`src/rtl/inst_fetch_queue.sv`:
```
// Instruction fetch front-end: owns the fetch PC, keeps at most one word request
// outstanding and buffers returned {pc, word} pairs for the core in a small FIFO.
module inst_fetch_queue #(
  parameter int unsigned DEPTH    = 4,
  parameter logic [31:0] RESET_PC = 32'h0000_0000
) (
  input  logic        clk,
  input  logic        init,
  output logic        mem_req,
  output logic [31:0] mem_adr,
  input  logic        mem_ack,
  input  logic [31:0] mem_data,
  output logic        inst_valid,
  output logic [31:0] inst,
  output logic [31:0] inst_pc,
  input  logic        inst_take,
  input  logic        redirect,
  input  logic [31:0] redirect_pc
);

  localparam int unsigned PTR_W = $clog2(DEPTH);
  localparam int unsigned CNT_W = $clog2(DEPTH + 1);
  localparam logic [CNT_W-1:0] FULL = CNT_W'(DEPTH);

  typedef struct packed {
    logic [31:0] pc;
    logic [31:0] word;
  } entry_t;

  entry_t           fifo_mem [DEPTH];
  entry_t           new_entry;
  entry_t           head_d;
  logic [31:0]      fetch_pc_q, fetch_pc_d;
  logic [PTR_W-1:0] rd_ptr_q, rd_ptr_d;
  logic [PTR_W-1:0] wr_ptr_q, wr_ptr_d;
  logic [CNT_W-1:0] count_q, count_d, count_after_pop;
  logic             discard_q, discard_d;
  logic             pending_d;
  logic             mem_req_d;
  logic [31:0]      mem_adr_d;
  logic             inst_valid_d;
  logic             ack, push, pop;
  logic             unused_redirect_lo;

  // Target is word aligned; the low address bits carry no information.
  assign unused_redirect_lo = ^redirect_pc[1:0];

  assign new_entry = '{pc: fetch_pc_q, word: mem_data};

  // mem_req doubles as the pending flag: it stays high until its ack.
  always_comb begin
    ack             = mem_req & mem_ack;
    pop             = inst_valid & inst_take;
    push            = ack & ~discard_q & ~redirect;
    count_after_pop = count_q - CNT_W'(pop);
    pending_d       = mem_req & ~ack;
    discard_d       = discard_q & ~ack;
    fetch_pc_d      = fetch_pc_q;
    rd_ptr_d        = rd_ptr_q;
    wr_ptr_d        = wr_ptr_q;
    count_d         = count_q;
    mem_req_d       = 1'b0;
    mem_adr_d       = mem_adr;
    inst_valid_d    = 1'b0;
    head_d          = '0;

    if (redirect) begin
      // Flush; an unacked request in flight becomes stale and is dropped on return.
      fetch_pc_d = {redirect_pc[31:2], 2'b00};
      rd_ptr_d   = '0;
      wr_ptr_d   = '0;
      count_d    = '0;
      discard_d  = pending_d;
    end else begin
      if (push) begin
        wr_ptr_d   = wr_ptr_q + PTR_W'(1);
        fetch_pc_d = fetch_pc_q + 32'd4;
      end
      if (pop) begin
        rd_ptr_d = rd_ptr_q + PTR_W'(1);
      end
      count_d = count_after_pop + CNT_W'(push);
    end

    mem_req_d = pending_d | (count_d < FULL);
    mem_adr_d = pending_d ? mem_adr : fetch_pc_d;

    // Head is registered; a push into an otherwise empty queue bypasses storage.
    inst_valid_d = (count_d != '0);
    if (inst_valid_d) begin
      head_d = (push && count_after_pop == '0) ? new_entry : fifo_mem[rd_ptr_d];
    end
  end

  always_ff @(posedge clk) begin
    if (!init) begin
      fetch_pc_q <= RESET_PC;
      rd_ptr_q   <= '0;
      wr_ptr_q   <= '0;
      count_q    <= '0;
      discard_q  <= 1'b0;
      mem_req    <= 1'b0;
      mem_adr    <= RESET_PC;
      inst_valid <= 1'b0;
      inst       <= '0;
      inst_pc    <= '0;
    end else begin
      fetch_pc_q <= fetch_pc_d;
      rd_ptr_q   <= rd_ptr_d;
      wr_ptr_q   <= wr_ptr_d;
      count_q    <= count_d;
      discard_q  <= discard_d;
      mem_req    <= mem_req_d;
      mem_adr    <= mem_adr_d;
      inst_valid <= inst_valid_d;
      inst       <= head_d.word;
      inst_pc    <= head_d.pc;
    end
  end

  // Storage array needs no reset; count and pointers qualify its contents.
  always_ff @(posedge clk) begin
    if (init && push) begin
      fifo_mem[wr_ptr_q] <= new_entry;
    end
  end

endmodule

```
`config.mk`:
```
export PLATFORM = sky130hd
export DESIGN_NAME = inst_fetch_queue
export DESIGN_NICKNAME = d
export VERILOG_FILES = /design/src/rtl/inst_fetch_queue.sv
export SDC_FILE = /design/constraint.sdc
export NUM_CORES = 1
export LEC_CHECK = 0
export CAP_MARGIN = 20
export CORE_ASPECT_RATIO = 1.2
export CORE_UTILIZATION = 58
export CTS_BUF_LIST = sky130_fd_sc_hd__clkbuf_8
export CTS_CLUSTER_DIAMETER = 80
export DETAILED_ROUTE_END_ITERATION = 8
export PLACE_DENSITY = 0.82
export SKIP_CTS_REPAIR_TIMING = 1
export SYNTH_ARGS = -nofsm -noshare
export SYNTH_HDL_FRONTEND = slang
export SYNTH_SLANG_ARGS = --single-unit
```
`constraint.sdc`:
```
create_clock -name clk -period 3.75 [get_ports clk]
set_input_delay 0.5625 -clock clk [delete_from_list [all_inputs] [get_ports clk]]
set_output_delay 0.5625 -clock clk [all_outputs]
set_load 0.02 [all_outputs]
```
==> flow_metrics.py <==
metrics = {
    "clock_tree": {
        "cts_buffers": 55,
        "htree_num_levels": 2,
        "cts_num_sinks": 394,
        "clk_pin_slew_worst_paths_ns": 0.07,
        "clockBufferDepth": 3,
        "worstSkewPairLatency_ns": 0.58,
        "cts_root_buf": "clkbuf_8",
        "cts_tree": "built",
    },
    "floorplanning": {
        "rows": 63,
        "fp.coreArea_sq_mm": 0.0248,
        "fp.dieW_um": 147,
        "dieArea_sq_mm": 0.0260,
        "num_io_pins": 167,
        "initial_core_util_pct": 59.3,
        "die_h_um": 177,
    },
    "drt": {
        "wire_per_inst_um": 20.4,
        "drtPass1Iterations": 5,
        "routed_wirelength_um": 29900,
        "drtIter0Drc": 724,
        "drc_errors": 0,
        "viasPerCell": 5.93,
        "via_count": 8715,
        "antenna_left": 0,
    },
    "grt": {
        "busiest_layer": "met2",
        "grt_max_degree": 77,
        "grt_pass1_vias": 8714,
        "grtUsageMet1_pct": 32.4,
        "grt_overflow": 0,
        "grt_usage_pct": 23.8,
        "grt_pass1_wl_um": 47500,
        "grt_use_met3_pct": 3.85,
        "met2_usage_pct": 39.4,
        "antenna_found_initial": 0,
    },
    "worst_setup_path": {
        "cp-start-kind": "primary input",
        "critPathKind": "in2reg",
        "r2r-end": "inst_pc[27]",
        "arrival_ns": 3.29,
        "endpoint_kind": "register",
        "worstPathRequired_ns": 4.22,
        "r2r_start": "inst_valid",
        "reg2reg_slack_ns": 1.00,
        "critical_path_peak_fanout": 52,
        "reg2reg_depth": 10,
    },
    "power_and_ir_drop": {
        "ir_drop_mv": 0.296,
        "p_sw_mw": 1.90,
        "power.density_mw_per_mm2": 489,
        "pwr-share-seq_pct": 54.3,
        "p_clk_share_pct": 39.7,
        "p_comb_share_pct": 5.9,
        "power.leakage_nw": 6.22,
        "p_int_mw": 6.92,
        "switching_share_pct": 21.6,
    },
    "sta": {
        "fin_crit_sh_pct": 75.2,
        "final_hold_viol_count": 0,
        "relSlewSlack_pct": 48.9,
        "fin_crit_ns": 2.82,
        "finClkSkew_ns": 0.0151,
        "hold_ws_ns": 0.462,
        "fin_tns_setup_ns": 0,
        "setup-violations-final": 0,
        "tightest_slew_ns": 0.767,
        "fmax_mhz": 355,
        "grt_setup_unrepaired": "no",
        "drv_slew": 0,
    },
    "flow_run": {
        "maxCapViolCount": 0,
    },
    "synth": {
        "yosys.cell_count.top_type": "edfxtp_1",
        "ys_ff_latch": 394,
        "synth_area_leader_cell": "edfxtp_1",
        "synth_flop_cell": "edfxtp_1",
        "postSynthAreaPerCell_sq_um": 16.2,
        "synth-async-reset-ratio_pct": 0,
        "synth_edf_count": 256,
        "netlist_area_sq_mm": 0.0147,
        "netlist_instances": 909,
        "synth_top_area_share_pct": 52.2,
        "yosys-top-cells-area": "edfxtp_1, dfxtp_1, mux4_2",
        "yosys_warnings": 0,
        "yosysSeqAreaShare_pct": 71.0,
        "syn_nets": 987,
        "synth.distinct_cells": 51,
        "synth_common_cells": "edfxtp_1, dfxtp_1, a22o_1, mux4_2, clkbuf_1",
    },
    "layout": {
        "final_nets": 1175,
        "drive_above_1_share_pct": 16.0,
        "fin_util_pct": 72.7,
        "nFillCells": 1539,
        "antenna_cells": 0,
        "area_growth_pct": 22.6,
    },
    "hold_path": {
        "holdCritPathClass": "reg2reg",
        "min_path_cells": 2,
        "min_to": "mem_adr[3]",
        "worstHoldStart": "mem_adr[3]",
    },
    "place": {
        "dpl.hpwl_um": 18200,
        "portBuffers": 164,
        "place_congestion": 0.808,
    },
    "run_status": {
        "outcome": "complete, no violations",
    },
}
-- layer usage --
layer  wire length [um]  part of all wire (%)
met5                  0                     0
met3               1930                   6.4
met2              14600                    49
met4                741                   2.5
met1              12600                    42
-- cell usage in the layout, fill, tap and decap left out, types with 20 or more instances in the layout --
cell	synthesis	final
nand3_1	29	29
nor2_1	35	34
dfxtp_1	138	138
clkdlybuf4s50_1	0	163
a22o_1	64	64
clkbuf_8	0	63
inv_1	16	35
mux4_2	64	64
edfxtp_1	256	256
nand2_1	35	35
o21ai_0	20	20
nand2b_1	23	22
-- registers in the layout, summed over array words and instances (netlist names) --
register	cells
rd_ptr_q	2
mem_adr	32
discard_q	1
mem_req	1
count_q	3
inst_valid	1
inst_pc	32
wr_ptr_q	2
inst	32
fetch_pc_q	32
fifo_mem	256
-- power groups by stage --
stage | Clock, mW | Combinational (mW) | Sequential (mW)
after detailed placement | 0 | 0.520 | 4.89
after floorplan | 0 | 0.213 | 4.92
final | 3.51 | 0.522 | 4.80
after CTS | 3.57 | 0.525 | 4.80
after global placement | 0 | 0.510 | 4.88
after global routing | 3.74 | 0.564 | 4.81
-- stage by stage --
stage | instances | setup WS, ns | total power [mW] | cell area, sq um
2_1_floorplan | 909 | 0.438 | 5.13 | 14700
3_3_place_gp | 1365 | 0.477 | 5.39 | 16800
3_5_place_dp | 1365 | 0.405 | 5.41 | 16800
4_1_cts | 1469 | 0.974 | 8.89 | 18000
5_1_grt | 1469 | 0.818 | 9.12 | 18000
6_report | 1469 | 0.931 | 8.83 | 18000
-- how the worst max path moves through the flow --
stage	startpoint	cells past startpoint	endpoint	slack, ns
3_3_place_gp	inst_take	11	inst_pc[12]	0.48
3_5_place_dp	inst_take	11	inst_pc[27]	0.41
2_1_floorplan	redirect	5	fifo_mem[0][0]	0.44
4_1_cts	inst_take	11	inst_pc[12]	0.97
6_report	inst_take	11	inst_pc[27]	0.93
5_1_grt	inst_take	11	inst_pc[27]	0.82
-- worst max-delay path, cell delays in order --
cell and delay, ns:
clkdlybuf4s50_1 0.42, and2_1 0.18, ha_1 0.30, inv_1 0.04, ha_1 0.19, ha_1 0.19
xor2_1 0.41, a21oi_1 0.15, and2_2 0.32, buf_12 0.24, a22o_1 0.24
-- logic make-up after synthesis --
family          count (synthesis)  share of synthesized area [%]
mux                            68                           10.1
xor+xnor                       15                          0.893
simple gates                  203                           7.39
flops                         394                           71.0
fa+ha+maj                       9                          0.765
buf+inv                        76                           2.20
compound gates                144                           7.69
-- cell type report --
class                           count  area [sq um]  share of cell area [%]
Tap cell                          325           407                    2.25
Sequential cell                   394         10500                    57.9
Clock inverter                     41           333                    1.84
Timing Repair Buffer              190          1930                    10.7
Inverter                           17          63.8                   0.354
Clock buffer                       63           867                    4.81
Multi-Input combinational cell    439          3990                    22.1
(Power assumes the default switching activity.)
